`src/rtl/denoise_frame_ctrl.sv`:
```
// Frame sequencer ahead of the denoise core: joins prev/curr pixel streams in lock-step,
// aligns both to start-of-frame, checks frame geometry and latches output_mode per frame.
module denoise_frame_ctrl #(
  parameter int DATA_WIDTH = 32,
  parameter int IMG_WIDTH  = 1920,
  parameter int IMG_HEIGHT = 1080,
  parameter int FCNT_WIDTH = 16
) (
  input  logic                  aclk,
  input  logic                  areset,
  input  logic                  enable,
  input  logic [1:0]            mode_req,
  input  logic                  err_clr,
  input  logic [DATA_WIDTH-1:0] s_prev_axis_tdata,
  input  logic                  s_prev_axis_tvalid,
  output logic                  s_prev_axis_tready,
  input  logic                  s_prev_axis_tlast,
  input  logic                  s_prev_axis_tuser,
  input  logic [DATA_WIDTH-1:0] s_curr_axis_tdata,
  input  logic                  s_curr_axis_tvalid,
  output logic                  s_curr_axis_tready,
  input  logic                  s_curr_axis_tlast,
  input  logic                  s_curr_axis_tuser,
  output logic [DATA_WIDTH-1:0] m_prev_tdata,
  output logic [DATA_WIDTH-1:0] m_curr_tdata,
  output logic                  m_axis_tvalid,
  input  logic                  m_axis_tready,
  output logic                  m_axis_tlast,
  output logic                  m_axis_tuser,
  output logic [1:0]            output_mode,
  output logic                  busy,
  output logic [FCNT_WIDTH-1:0] frame_cnt,
  output logic [2:0]            err_status
);

  localparam int XW = (IMG_WIDTH  > 1) ? $clog2(IMG_WIDTH)  : 1;
  localparam int YW = (IMG_HEIGHT > 1) ? $clog2(IMG_HEIGHT) : 1;
  localparam logic [XW-1:0] X_LAST = XW'(IMG_WIDTH - 1);
  localparam logic [YW-1:0] Y_LAST = YW'(IMG_HEIGHT - 1);

  typedef enum logic [1:0] {IDLE, SYNC, RUN} state_t;

  state_t                r_state;
  state_t                w_state_nxt;
  logic [XW-1:0]         r_x;
  logic [YW-1:0]         r_y;
  logic [FCNT_WIDTH-1:0] r_fcnt;
  logic [1:0]            r_mode;
  logic [2:0]            r_err;

  logic       w_run;
  logic       w_xlast;
  logic       w_ylast;
  logic       w_first;
  logic       w_xfer;
  logic       w_frame_end;
  logic [2:0] w_err_chk;
  logic [2:0] w_err_set;
  logic       w_prev_rdy;
  logic       w_curr_rdy;
  logic       w_mvalid;

  assign w_run       = (r_state == RUN);
  assign w_xlast     = (r_x == X_LAST);
  assign w_ylast     = (r_y == Y_LAST);
  assign w_first     = (r_x == '0) && (r_y == '0);
  assign w_xfer      = w_run && s_prev_axis_tvalid && s_curr_axis_tvalid && m_axis_tready;
  assign w_frame_end = w_xfer && w_xlast && w_ylast && (w_err_set == 3'b000);

  // Input flags versus the position this beat occupies in the frame.
  assign w_err_chk[0] = (s_prev_axis_tlast != w_xlast) || (s_curr_axis_tlast != w_xlast);
  assign w_err_chk[1] = !w_first && (s_prev_axis_tuser || s_curr_axis_tuser);
  assign w_err_chk[2] = (s_prev_axis_tlast != s_curr_axis_tlast) ||
                        (s_prev_axis_tuser != s_curr_axis_tuser);
  assign w_err_set    = w_xfer ? w_err_chk : 3'b000;

  always_comb begin
    w_state_nxt = r_state;
    w_prev_rdy  = 1'b0;
    w_curr_rdy  = 1'b0;
    w_mvalid    = 1'b0;
    case (r_state)
      IDLE: begin
        if (enable) w_state_nxt = SYNC;
      end
      SYNC: begin
        // Drain each stream independently until its head is a start-of-frame beat.
        w_prev_rdy = !(s_prev_axis_tvalid && s_prev_axis_tuser);
        w_curr_rdy = !(s_curr_axis_tvalid && s_curr_axis_tuser);
        if (!enable)
          w_state_nxt = IDLE;
        else if (s_prev_axis_tvalid && s_prev_axis_tuser &&
                 s_curr_axis_tvalid && s_curr_axis_tuser)
          w_state_nxt = RUN;
      end
      RUN: begin
        w_mvalid   = s_prev_axis_tvalid && s_curr_axis_tvalid;
        w_prev_rdy = m_axis_tready && s_curr_axis_tvalid;
        w_curr_rdy = m_axis_tready && s_prev_axis_tvalid;
        if (w_err_set != 3'b000)
          w_state_nxt = SYNC;
        else if (w_frame_end && !enable)
          w_state_nxt = IDLE;
      end
      default: w_state_nxt = IDLE;
    endcase
  end

  always_ff @(posedge aclk) begin
    if (areset) begin
      r_state <= IDLE;
      r_x     <= '0;
      r_y     <= '0;
      r_fcnt  <= '0;
      r_mode  <= 2'b00;
      r_err   <= 3'b000;
    end else begin
      r_state <= w_state_nxt;
      r_err   <= (err_clr ? 3'b000 : r_err) | w_err_set;
      if ((r_state == SYNC) && (w_state_nxt == RUN))
        r_mode <= mode_req;
      if (!w_run) begin
        r_x <= '0;
        r_y <= '0;
      end else if (w_xfer) begin
        if (w_err_set != 3'b000) begin
          r_x <= '0;
          r_y <= '0;
        end else if (w_xlast) begin
          r_x <= '0;
          if (w_ylast) begin
            r_y    <= '0;
            r_fcnt <= r_fcnt + 1'b1;
            r_mode <= mode_req;
          end else begin
            r_y <= r_y + 1'b1;
          end
        end else begin
          r_x <= r_x + 1'b1;
        end
      end
    end
  end

  assign s_prev_axis_tready = w_prev_rdy;
  assign s_curr_axis_tready = w_curr_rdy;
  assign m_axis_tvalid      = w_mvalid;
  assign m_prev_tdata       = w_run ? s_prev_axis_tdata : '0;
  assign m_curr_tdata       = w_run ? s_curr_axis_tdata : '0;
  assign m_axis_tlast       = w_run && w_xlast;
  assign m_axis_tuser       = w_run && w_first;
  assign output_mode        = r_mode;
  assign busy               = (r_state != IDLE);
  assign frame_cnt          = r_fcnt;
  assign err_status         = r_err;

endmodule

```
`config.mk`:
```
export PLATFORM = sky130hd
export DESIGN_NAME = denoise_frame_ctrl
export DESIGN_NICKNAME = d
export VERILOG_FILES = /design/src/rtl/denoise_frame_ctrl.sv
export SDC_FILE = /design/constraint.sdc
export NUM_CORES = 1
export LEC_CHECK = 0
export ABC_AREA = 1
export CAP_MARGIN = 20
export CORE_MARGIN = 2
export CORE_UTILIZATION = 44
export DETAILED_ROUTE_END_ITERATION = 10
export GPL_TIMING_DRIVEN = 1
export PLACE_DENSITY = 0.87
export SYNTH_ARGS = -nofsm -noshare
export SYNTH_HDL_FRONTEND = slang
export SYNTH_SLANG_ARGS = --single-unit
```
`constraint.sdc`:
```
create_clock -name aclk -period 2.95 [get_ports aclk]
set_input_delay 0.4425 -clock aclk [delete_from_list [all_inputs] [get_ports aclk]]
set_output_delay 0.4425 -clock aclk [all_outputs]
set_load 0.05 [all_outputs]
```
---- Word level (Yosys, flattened, before mapping) ----
Index checks and enable logic that the tools add are counted.
word-level totals
  flip-flop bits (word level) ............. 45
  bits in latches ......................... 0
  memory bits (writable) .................. 0
  ROM bits ................................ 0
  bits of input ports ..................... 77
  output and inout port bits .............. 91
  logic and storage cells ................. 81
  memories kept ........................... 0
operators by class
  add/sub/neg operators ................... 3
  multiply operators ...................... 0
  divide/modulo/power cells ............... 0
  order comparisons ....................... 0
  equal/unequal tests ..................... 9
  shift-type cells ........................ 0
  mux-type cells .......................... 24
  bitwise operators ....................... 3
  reductions and logical operators ........ 36
operators with widths
  kind                                                  number
  two-way mux 32 bit                                    2
  two-way mux 11 bit                                    5
  adder 11 x 1 -> 11 bit (second input constant)        2
  equality test 11 bit (second input constant)          2
  zero test 11 bit                                      2
  two-way mux 2 bit                                     11
  logical AND 1 bit                                     19
  adder 16 x 1 -> 16 bit (second input constant)        1
  two-way mux 3 bit                                     2
  case mux 2 bit (3 select lines)                       1
  AND reduction 5 bit                                   1
  equality test 2 bit (second input constant)           2
  zero test 1 bit                                       4
  != test 1 bit                                         4
  case mux 1 bit (2 select lines)                       2
  nonzero test 2 bit                                    2
  zero test 3 bit                                       1
  logical OR 1 bit                                      3
  OR 3 bit                                              1
  nonzero test 3 bit                                    1
  equality test 2 x 1 -> 1 bit (second input constant)  1
  zero test 2 bit                                       1
  NOT 1 bit                                             2
  AND reduction 2 bit                                   1
  2 further kinds                                       2

---- Depth between registers and ports, before layout ----
Gate-level depths: netlist of the first run.
  depth in word-level cells ............... 19
  gate-level depth with buffers ........... 15

---- Worst setup path after synthesis of the first run ----
Ideal clock, no wire load.
  path type ............................... register to output
  start ................................... reg r_state[0]
  end ..................................... out s_curr_axis_tready
  arrival ................................. 1847 ps
  slack ................................... 661 ps
  cell stages (with the launch flop) ...... 7
  path buffers ............................ 2
  cell sequence ........................... dfxtp_1 inv_1 ha_1 buf_4 clkbuf_1 nand3_1 a21oi_1
on the way
  word-level cells in the longest chain between the ends .. 2
  elaborated cells on any way between the ends .. 3
ends and longest elaborated chain
  element                                                                     line  text
  start: declaration                                                          43    state_t r_state;
  start signal: assignment                                                    118   r_state <= w_state_nxt;
  equality test 2 bit / equality test 2 x 1 -> 1 bit (equally long branches)  82    case (r_state)
  case mux 1 bit (2 select lines) (*)                                         82
  end: declaration                                                            21    output logic s_curr_axis_tready,
Every way passes the cells marked *; elsewhere a longest branch is shown, timed or not.

---- Worst setup path after layout of the first run ----
  start ................................... reg r_state[0]
  end ..................................... out m_curr_tdata[28]
on the way
  word-level cells in the longest chain between the ends .. 2
ends and longest elaborated chain
  element              line  text
  equality test 2 bit  63    assign w_run = (r_state == RUN);
  two-way mux 32 bit   149   assign m_curr_tdata = w_run ? s_curr_axis_tdata : '0;
  end: declaration     25    output logic [DATA_WIDTH-1:0] m_curr_tdata,
Every way passes these cells.

==> results of run 1 <==
## metal layers
| metal | share of wire [%] | wire, um | up-vias |
|---|---|---|---|
| li1 | - | - | 2026 |
| met1 | 42 | 4670 | 1706 |
| met2 | 48 | 5320 | 147 |
| met3 | 8.1 | 898 | 12 |
| met4 | 1.9 | 206 | 0 |
| met5 | 0 | 0 | - |
## path summary, 6_finish.rpt
check / from / end / cells after the start
worst max register to register: r_state[0] / r_y[2] / 9
worst max-delay path: r_state[0] / m_curr_tdata[28] / 6
worst min-delay path: err_status[0] / err_status[0] / 2
worst min register to register: err_status[0] / err_status[0] / 2
## layout make-up
| type | instances | area [um2] |
|---|---|---|
| Antenna cell | 1 | 2.50 |
| Clock buffer | 7 | 76.3 |
| Clock inverter | 1 | 7.51 |
| Fill cell | 599 | 2130 |
| Inverter | 124 | 465 |
| Multi-Input combinational cell | 370 | 1920 |
| Sequential cell | 45 | 901 |
| Tap cell | 99 | 124 |
| Timing Repair Buffer | 174 | 1700 |
## registers in the layout, summed over array words and instances, names as in the netlist
name and count:
r_y 11, frame_cnt 16, r_state 2, r_x 11
output_mode 2, err_status 3
## report_power, final
group          internal, mW  leakage (nW)  switching, mW  total (mW)
Sequential            0.608         0.363        0.00155       0.610
Clock                 0.168        0.0385          0.211       0.379
Combinational         0.105          2.57         0.0595       0.164
## synthesized netlist by cell type (all sizes together), types with 6 or more instances
| master | count |
|---|---|
| nand3 | 26 |
| nor3b | 6 |
| dfxtp | 45 |
| clkbuf | 7 |
| a21oi | 29 |
| buf | 7 |
| inv | 124 |
| nor3 | 28 |
| o21ai | 15 |
| ha | 10 |
| xor2 | 10 |
| nand2 | 154 |
| nand4 | 10 |
| nor2 | 61 |
| nor4 | 6 |
## cells in the final DEF, fill, tap and decap left out, types with 6 or more instances in the layout
master           count
a21oi_1             27
nand2_1            148
nor2_1              51
inv_1              119
ha_1                 9
nor2_2               9
clkdlybuf4s50_1     98
dfxtp_1             45
dlymetal6s2s_1      28
nand4_1              9
nor4_1               6
xor2_1              10
nor3_1              26
o21ai_0             11
nand3_1             22
buf_4               47
## through the flow
step | hold WS [ns] | setup WS, ns | total power [mW]
detailed placement | 0.490 | 0.337 | 0.787
global placement | 0.466 | 0.398 | 0.787
global route | 0.524 | 0.288 | 1.20
finish | 0.502 | 0.468 | 1.15
CTS | 0.503 | 0.0893 | 1.16
floorplan | 0.469 | 0.661 | 0.667
## tightest hold or removal path, stage by stage, from the launching register on
cell and delay (ns):
dfxtp_1 0.34, nand2_1 0.07, a21oi_1 0.06
## cells by family (layout without fill, tap and decap cells)
kind of cell             after synthesis  after routing  synth area share (%)
AND/OR/NAND/NOR                      295            295                  40.5
buffers and inverters                138            306                  16.3
AO/OA/AOI/OAI                         50             50                  8.81
adder cells (fa/ha/maj)               10             10                  3.72
flip-flops                            45             45                  26.8
XOR/XNOR                              15             15                  3.90
other                                  0              1                     0
==> results.txt, run 1 <==
The setup violation total in the final timing report came out at 0. In this run the worst hold path is classified as reg2reg. The total clock buffers created by CTS came out at 5. The initial cell density of the core is around 46%. The number of enable flip-flop cells after synthesis is 0. The total wirelength of the detailed-routed design is roughly 11000 um.

The cell sitting at the root of the clock tree is a clkbuf_8. The floorplan has 31 rows. The relative area change from synthesis to final layout is 54.5%. The number of hold buffers added after cts is 0. For this run, global-route usage on met2 was measured as 44.1%. The share of cells above drive strength 1 is 12.8%. The total number of yosys warnings is 0. The antenna violation net count after detailed routing is 0. The data arrival time of the critical path is 2.04 ns. The number of sinks on the clock net came out at 45. In the final timing run, aggregate negative setup slack is 0 ns. Summed over all layers, the global routing overflow is 0. The most repeated library cell on the critical path is inv_1. The net count after synthesis is 640. The number of gates resized after cts came out at 0.

The count of placed standard cells in the final layout, fillers left out came out at around 800. For met1 alone, demand over resource in global routing was 32.9%. The clock skew came out at 0.00255 ns. The via count of the first global-routing pass is 3763. The clock-pin slew reported for the worst setup and hold paths after clock tree synthesis is approximately 0.080 ns.

The number of placed cells counting well taps came out at 812. The I/O pin count is 168. Among all stages on the critical path, the largest delay is contributed by dlymetal6s2s_1. For the pin with the worst max-slew slack, the measured transition is 0.552 ns. The largest total area in the synthesized netlist belongs to dfxtp_1. The length of the first detailed-routing pass in iterations came out at 5. STA classifies the critical path endpoint as a primary output. The worst setup path is launched from a flip-flop. The layer with the highest usage is met2.

After synthesis, the cell types taking the most area are dfxtp_1 (27%), nand2_1 (17%), inv_1 (13%), nor2_1 (5.7%), a21oi_1 (4.0%). The required time at the endpoint of the critical path came out at 2.51 ns. The H-tree level count came out at 2. The pin count of the biggest net entering global routing is 34. The number of buffer cells added on primary ports is 167. Among cell families on the critical path, the largest total delay comes from buffers and inverters. The type of the setup path with the least slack is reg2out. After synthesis the netlist holds a flip-flop and latch count of 45. The total vias in the final route is 3891.

In this design, the stage delay of the slowest critical-path cell is 0.41 ns. The normalized max-slew margin is between 60 and 70%. The fmax is 403 MHz. The share of the cycle needed by the critical path after routing is 84.1%. The number of cells produced by synthesis came out at 553. TritonCTS built the clock tree. The register area share after synthesis is 26.8%. The first global-routing pass estimated 18200 um of wire. The clock tree buffer depth came out at 2.

The run finished with clean final reports. The average detailed-routed wire length per instance came out at 13.5 um. In the routed layout, each cell is associated on average with a via count of 4.74. Setup repair after global routing left no endpoint under its margin.

The worst register-to-register path has a setup slack of 0.62 ns. The maximum fanout along the worst path came out at 33. The peak supply drop came out at ~0.00020 V. The time the worst path needs with I/O delays and setup is roughly 2.5 ns. At the end of the flow the core is filled with cells to 70.9%.

The total leakage power is 2.97 nW. The placeable core region came out at 7330 um2. The count of pins over their slew limit came out at 0.

The unique cell type count in the Yosys netlist is 39. The DRC violations left came out at 0. A synthesized cell averages 6.08 um2. The number of nets at the end of the flow came out at about 810. The mapped netlist covers 3360 um2. Max-cap violations in this run came to 0.

Clock latency on the worst-skew pair, taken at its later pin, is between 0.2 and 0.3 ns. The count of buffering cells on the critical path with inverters included is 4. The number of antenna violations at the first check in global routing is 1.

The share of the synthesized area in the top cell type is 26.8%. With fillers left out, the area of the finished cells amounts to 5200 um2. After legalization and detailed placement, the total HPWL measured 8960 um. The number of hold violations in the final report came out at 0. The most used flip-flop cell after synthesis is dfxtp_1. Measured along the y axis, the die boundary spans roughly 90 um. The signal on the critical path passes through inv_1 > ha_2 > buf_4 > nand2_1 > inv_1 > dlymetal6s2s_1. The number of violations reported at the end of detailed-routing iteration 0 is 191. In this run the power density over the cells is ~220 nW/um2. The floorplan step defined a die boundary enclosing 8360 um2. Summing all placed instances gives a cell area of 5040 um2. The congestion estimate from routability-driven global placement came to approximately 0.95. The buffer count from post-CTS setup fixing came out at 0.

The die is 91.4 um wide. Global routing used 26.3% of the available tracks across all layers. The proportion of synthesized flip-flops having asynchronous set or reset came out at 0%. In the global route stage, met3 resource usage came out at 7.88%.
Power figures use the tool's default switching activity.
==> run 2, diff against run 1 <==
CORE_UTILIZATION = 41   (was 44)
PLACE_DENSITY = 0.82   (was 0.87)
clock period = 2.6 ns   (was 2.95 ns; I/O delays follow)
==> results.txt, run 2 (synthesized netlist as in run 1, its figures left out) <==
The number of placed cells counting well taps is 820. The average detailed-routed wire length per instance came out at 13.7 um. The CTS tree is built. The run finished with clean final reports. Measured along the x axis, the die boundary spans 94.6 um.

Setup repair after global routing left no endpoint under its margin. In the final design database the tool counted roughly 810 nets. The placeable core region came out at 8090 um2.

The clock skew is 0.0128 ns. The setup TNS came out at 0 ns. The total area of multi-input combinational cells is 1930 um2.

Once layout is complete, the utilization of the core stands at ~64%. The worst setup timing slack at the placement stage came out at roughly 0.040 ns. The I/O pin count came out at 168. Leaving out fill and tap cells, the most frequent cell in the layout is nand2_1. The count of placed standard cells in the final layout, fillers left out is 830.

The post-layout worst setup margin is approximately 0.21 ns. Counting the buffers created by CTS gives 5. The H-tree level count is 2. The relative area change from synthesis to final layout is 54.8%. The initial cell density of the core came out at about two fifths. Detailed routing inserted a total of 3992 vias. The design draws between 1 and 1.5 mW. The type of the setup path with the least slack is reg2out. The origin of the worst min-delay path is err_status[1]. The total wirelength of the detailed-routed design is 11400 um. The clock-pin slew reported for the worst setup and hold paths after clock tree synthesis came out at approximately 0.080 ns. The number of sinks on the clock net is 45. For this run the aggregate overflow at the end of global routing stands at 0. In this run the remaining antenna-violating nets after routing total 0. The number of buffer cells added on primary ports came out at 167.

At the end of routability-driven placement, the weighted congestion stood at 0.942. STA classifies the critical path endpoint as a primary output. The required time at the endpoint of the critical path came out at 2.21 ns. The count of pins over their slew limit is 0.

At the worst endpoint, the arrival time is 2.00 ns. The total power per unit cell area is roughly 260 nW/um2. The number of vias per cell after detailed routing came out at about 4.8. In the layout the commonest cells are nand2_1 (148), inv_1 (119), clkdlybuf4s50_1 (98). The time the worst path needs with I/O delays and setup is roughly 2.4 ns. The number of hold violations in the final report was 0. The maximum fanout along the worst path came out at 5. The clock passes through at most 2 buffers. The library cell used as clock root buffer is clkbuf_8. The length of the first detailed-routing pass in iterations came out at 5.

The via count of the first global-routing pass is about 3800. The number of diodes added for antenna fixing came out at 0. Once placement finished, the instance area stood at 5060 um2. The row count is 33.

Detailed placement finished with a half-perimeter wire length of 9250 um. Of the available clock period, the critical path in the final layout requires 91.8%. The total global routing track utilization is 24.9%. The total leakage power came out at 2.67 nW. The DRC violations left came out at 0. The setup violation total in the final timing report is 0. The number of violations reported at the end of detailed-routing iteration 0 came out at 252. The final design instance area without fill came out at 5210 um2. The first global-routing pass estimated 17900 um of wire.

The count of fill cells added during filler insertion is around 740. The number of antenna violations at the first check in global routing came out at 0. The height of the chip came out at 94.6 um. The tightest hold path in the finished design has a slack of 0.473 ns. Cells with a size suffix above 1 make up around 16% of the layout. The worst pin sits at a relative slew slack of 62.9%. The count of max-cap constraint violations came out at 0. The number of flip-flops in the largest register is 16.

The critical path launch point type is a flip-flop. The min-delay analysis places its worst path in the category reg2reg. The later-pin clock latency in the skew report came out at between 0.3 and 0.4 ns. The pin count of the biggest net entering global routing is 45.

VDD sags by at most roughly 0.00023 V. The area taken by flip-flops and latches is 901 um2. The die covers 8950 um2.

For the pin with the worst max-slew slack, the measured transition is 0.551 ns. The start of the worst register-to-register path is r_state[0]. The critical path starts at r_state[1].

Derived from the worst setup path, the maximum achievable clock frequency is between 400 and 500 MHz.
## run 2: what timing repair did
action                     CTS  global route
setup endpoints to repair    0            11
gates resized for setup      0            10
hold buffers                 0             0
setup buffers                0             2
## run 2: final timing paths
path	endpoint	slack, ns	depth (start not counted)
worst max register to register	frame_cnt[5]	0.33	12
worst min register to register	err_status[1]	0.47	2
worst min-delay path	err_status[1]	0.47	2
worst max-delay path	busy	0.21	4
## run 2: power breakdown
part	total [mW]	switching, mW	internal [mW]
clock	0.462	0.266	0.196
combinational	0.192	0.0704	0.122
sequential	0.692	0.00176	0.690
total	1.35	0.338	1.01
## run 2: area by class of cell
cell class	instances	share of cell area, %
Clock inverter	3	0.481
Inverter	124	8.94
Multi-Input combinational cell	370	37.0
Sequential cell	45	17.3
Clock buffer	5	1.32
Tap cell	105	2.52
Timing Repair Buffer	178	32.4
## run 2: worst max-delay path, cell delays in order, from the launching register on
cell	delay (ns)
dfxtp_1	0.45
inv_1	0.11
ha_1	0.19
inv_1	0.11
clkdlybuf4s50_1	0.84
## run 2: routing by layer
| metal | vias to the layer above | wire length, um | GRT usage [%] |
|---|---|---|---|
| li1 | 2032 | - | - |
| met1 | 1797 | 4610 | 29.4 |
| met2 | 149 | 5820 | 45.2 |
| met3 | 14 | 766 | 6.23 |
| met4 | 0 | 193 | 6.04 |
| met5 | - | 0 | 0 |
==> run 3, diff against run 2 <==
CORE_UTILIZATION = 40   (was 41)
PLACE_DENSITY = 0.8   (was 0.82)
==> results.txt, run 3 (synthesized netlist as in run 1, its figures left out) <==
The min-delay analysis places its worst path in the category reg2reg. The number of diodes added for antenna fixing is 0. The maximum fanout along the worst path is 5. Across the run, the number of max-cap violations was 0. Headroom to the max-slew limit came out at 65.0%. Compared with the post-synthesis result, the final layout area differs by 50.9%. The cell sitting at the root of the clock tree is a clkbuf_8. The worst setup path is captured at a primary output. The average detailed-routed wire length per instance came out at 13.1 um. The count of placed standard cells in the final layout, fillers left out is 825. The residual overflow from global routing is 0. Global routing used 23.6% of the available tracks. The via count of the first global-routing pass came out at between 3000 and 4000. The number of violations reported at the end of detailed-routing iteration 0 came out at 194. The type of the setup path with the least slack is reg2out. The number of vias per cell after detailed routing is 4.77. The floorplan has 33 rows. 168 I/O pins were placed. The worst-case register-to-register setup slack is 0.31 ns. The number of buffer cells added on primary ports came out at 167. The time the worst path needs with I/O delays and setup is 2.33 ns. The setup violation total in the final timing report came out at 0. The total leakage power is between 2 and 3 nW. The clock-pin slew reported for the worst setup and hold paths after clock tree synthesis came out at 0.09 ns.

The fmax is 429 MHz. The share of the cycle needed by the critical path after routing came out at between 80% and 90%. The total power per unit cell area came out at around 280 nW/um2.

In the final design database the tool counted 806 nets. In this run, placement finished with an instance count of 817. For the worst-skew pair, the clock arrives at the later sink with an insertion delay of 0.31 ns.

The number of antenna violations at the first check in global routing came to 0. The routability-driven placement congestion ratio is 0.837. The number of hold violations in the final report was 0. The antenna violation net count after detailed routing came out at 0. For the pin with the worst max-slew slack, the measured transition is 0.524 ns. Setup repair after global routing left no endpoint under its margin. STA puts the critical path data required time at 2.21 ns. The filler cells instantiated in the layout total 748. Of the cells placed in the final design, the portion with a size suffix greater than 1 is between 10% and 20%. The worst setup timing slack at the placement stage came out at between 0.09 and 0.1 ns. The pin count of the biggest net entering global routing came out at 67.

Summed over all nets, the half-perimeter wirelength after detailed placement is around 8700 um. The critical path launch point type is a flip-flop. The flow ran to the end, and the final reports show no timing, DRC or antenna violations. The total area of multi-input combinational cells is around 1900 um2. For this run, the share of the core covered by cells in the final layout is a little over 60%. In this run the deepest clock path goes through 2 buffers. The setup TNS is 0 ns.

Leaving out fill and tap cells, the most frequent cell in the layout is nand2_1. The number of sinks on the clock net came out at 45. IR analysis of the VDD net gives a maximum drop of between 0.0002 and 0.00025 V.

The total wirelength of the detailed-routed design is 10800 um. The register with the most flip-flops in the layout has 16 of them. The buffer count from post-CTS setup fixing is 0. The placeable core region is around 8200 um2. Clock skew on the completed layout was measured at between 0.009 and 0.01 ns.

The total vias in the final route came out at 3934. The DRC violations left is 0. The hold slack came out at 0.473 ns. The first global-routing pass estimated about 17000 um of wire. Leaving out fill and tap cells, the most frequent cells in the layout are nand2_1 (148), inv_1 (119), clkdlybuf4s50_1 (98). The post-layout worst setup margin came out at ~0.27 ns.

The H-tree level count is 2. The overall die area is 9160 um2. The die width came out at 95.7 um. The count of pins over their slew limit was 0.

STA puts the critical path data arrival time at between 1.5 and 2 ns. The initial cell density of the core came out at 41.2%. TritonCTS built the clock tree. The area taken by flip-flops and latches came out at roughly 900 um2. The height of the chip is 95.7 um.

The length of the first detailed-routing pass in iterations is 5. The total clock buffers created by CTS is 5.
## run 3: area by class of cell
type / count / area share, %
clock inverter: 3 / 0.912
clock buffer: 5 / 1.36
tap: 105 / 2.59
multi-input combinational: 370 / 37.8
sequential: 45 / 17.7
timing repair buffer: 173 / 30.5
inverter: 124 / 9.16
## run 3: power breakdown
group          leakage, nW  switching [mW]  internal (mW)
Clock               0.0543           0.256          0.288
Sequential           0.363         0.00164          0.690
Combinational         2.09          0.0655          0.118
Total                 2.51           0.323           1.10
## run 3: worst paths after layout
| path | start | endpoint | cells past startpoint |
|---|---|---|---|
| min reg2reg | err_status[1] | err_status[1] | 2 |
| max | r_state[1] | busy | 4 |
| max reg2reg | r_state[0] | r_x[10] | 9 |
| min | err_status[1] | err_status[1] | 2 |
## run 3: stage by stage
step | instance area [um2] | power, mW
final | 5080 | 1.42
after global routing | 5080 | 1.48
after CTS | 5070 | 1.43
after detailed placement | 4960 | 0.891
after global placement | 4960 | 0.890
after floorplan | 3360 | 0.757
## run 3: routing by layer
metal	share of wire (%)	routed length [um]	vias to the layer above	track usage, %
li1	-	-	2021	-
met1	41	4420	1755	28.4
met2	48	5210	142	40.0
met3	9.1	981	16	8.07
met4	1.5	165	0	6.31
met5	0	0	-	0
## run 3: critical path: stages (launching register included)
cell	delay (ns)
dfxtp_1	0.42
inv_1	0.10
ha_1	0.18
inv_1	0.10
clkdlybuf4s50_1	0.84
## run 3: timing repair
item / CTS / global route
endpoints found under the setup margin: 0 / 2
resized for setup: 0 / 1
hold buffers: 0 / 0
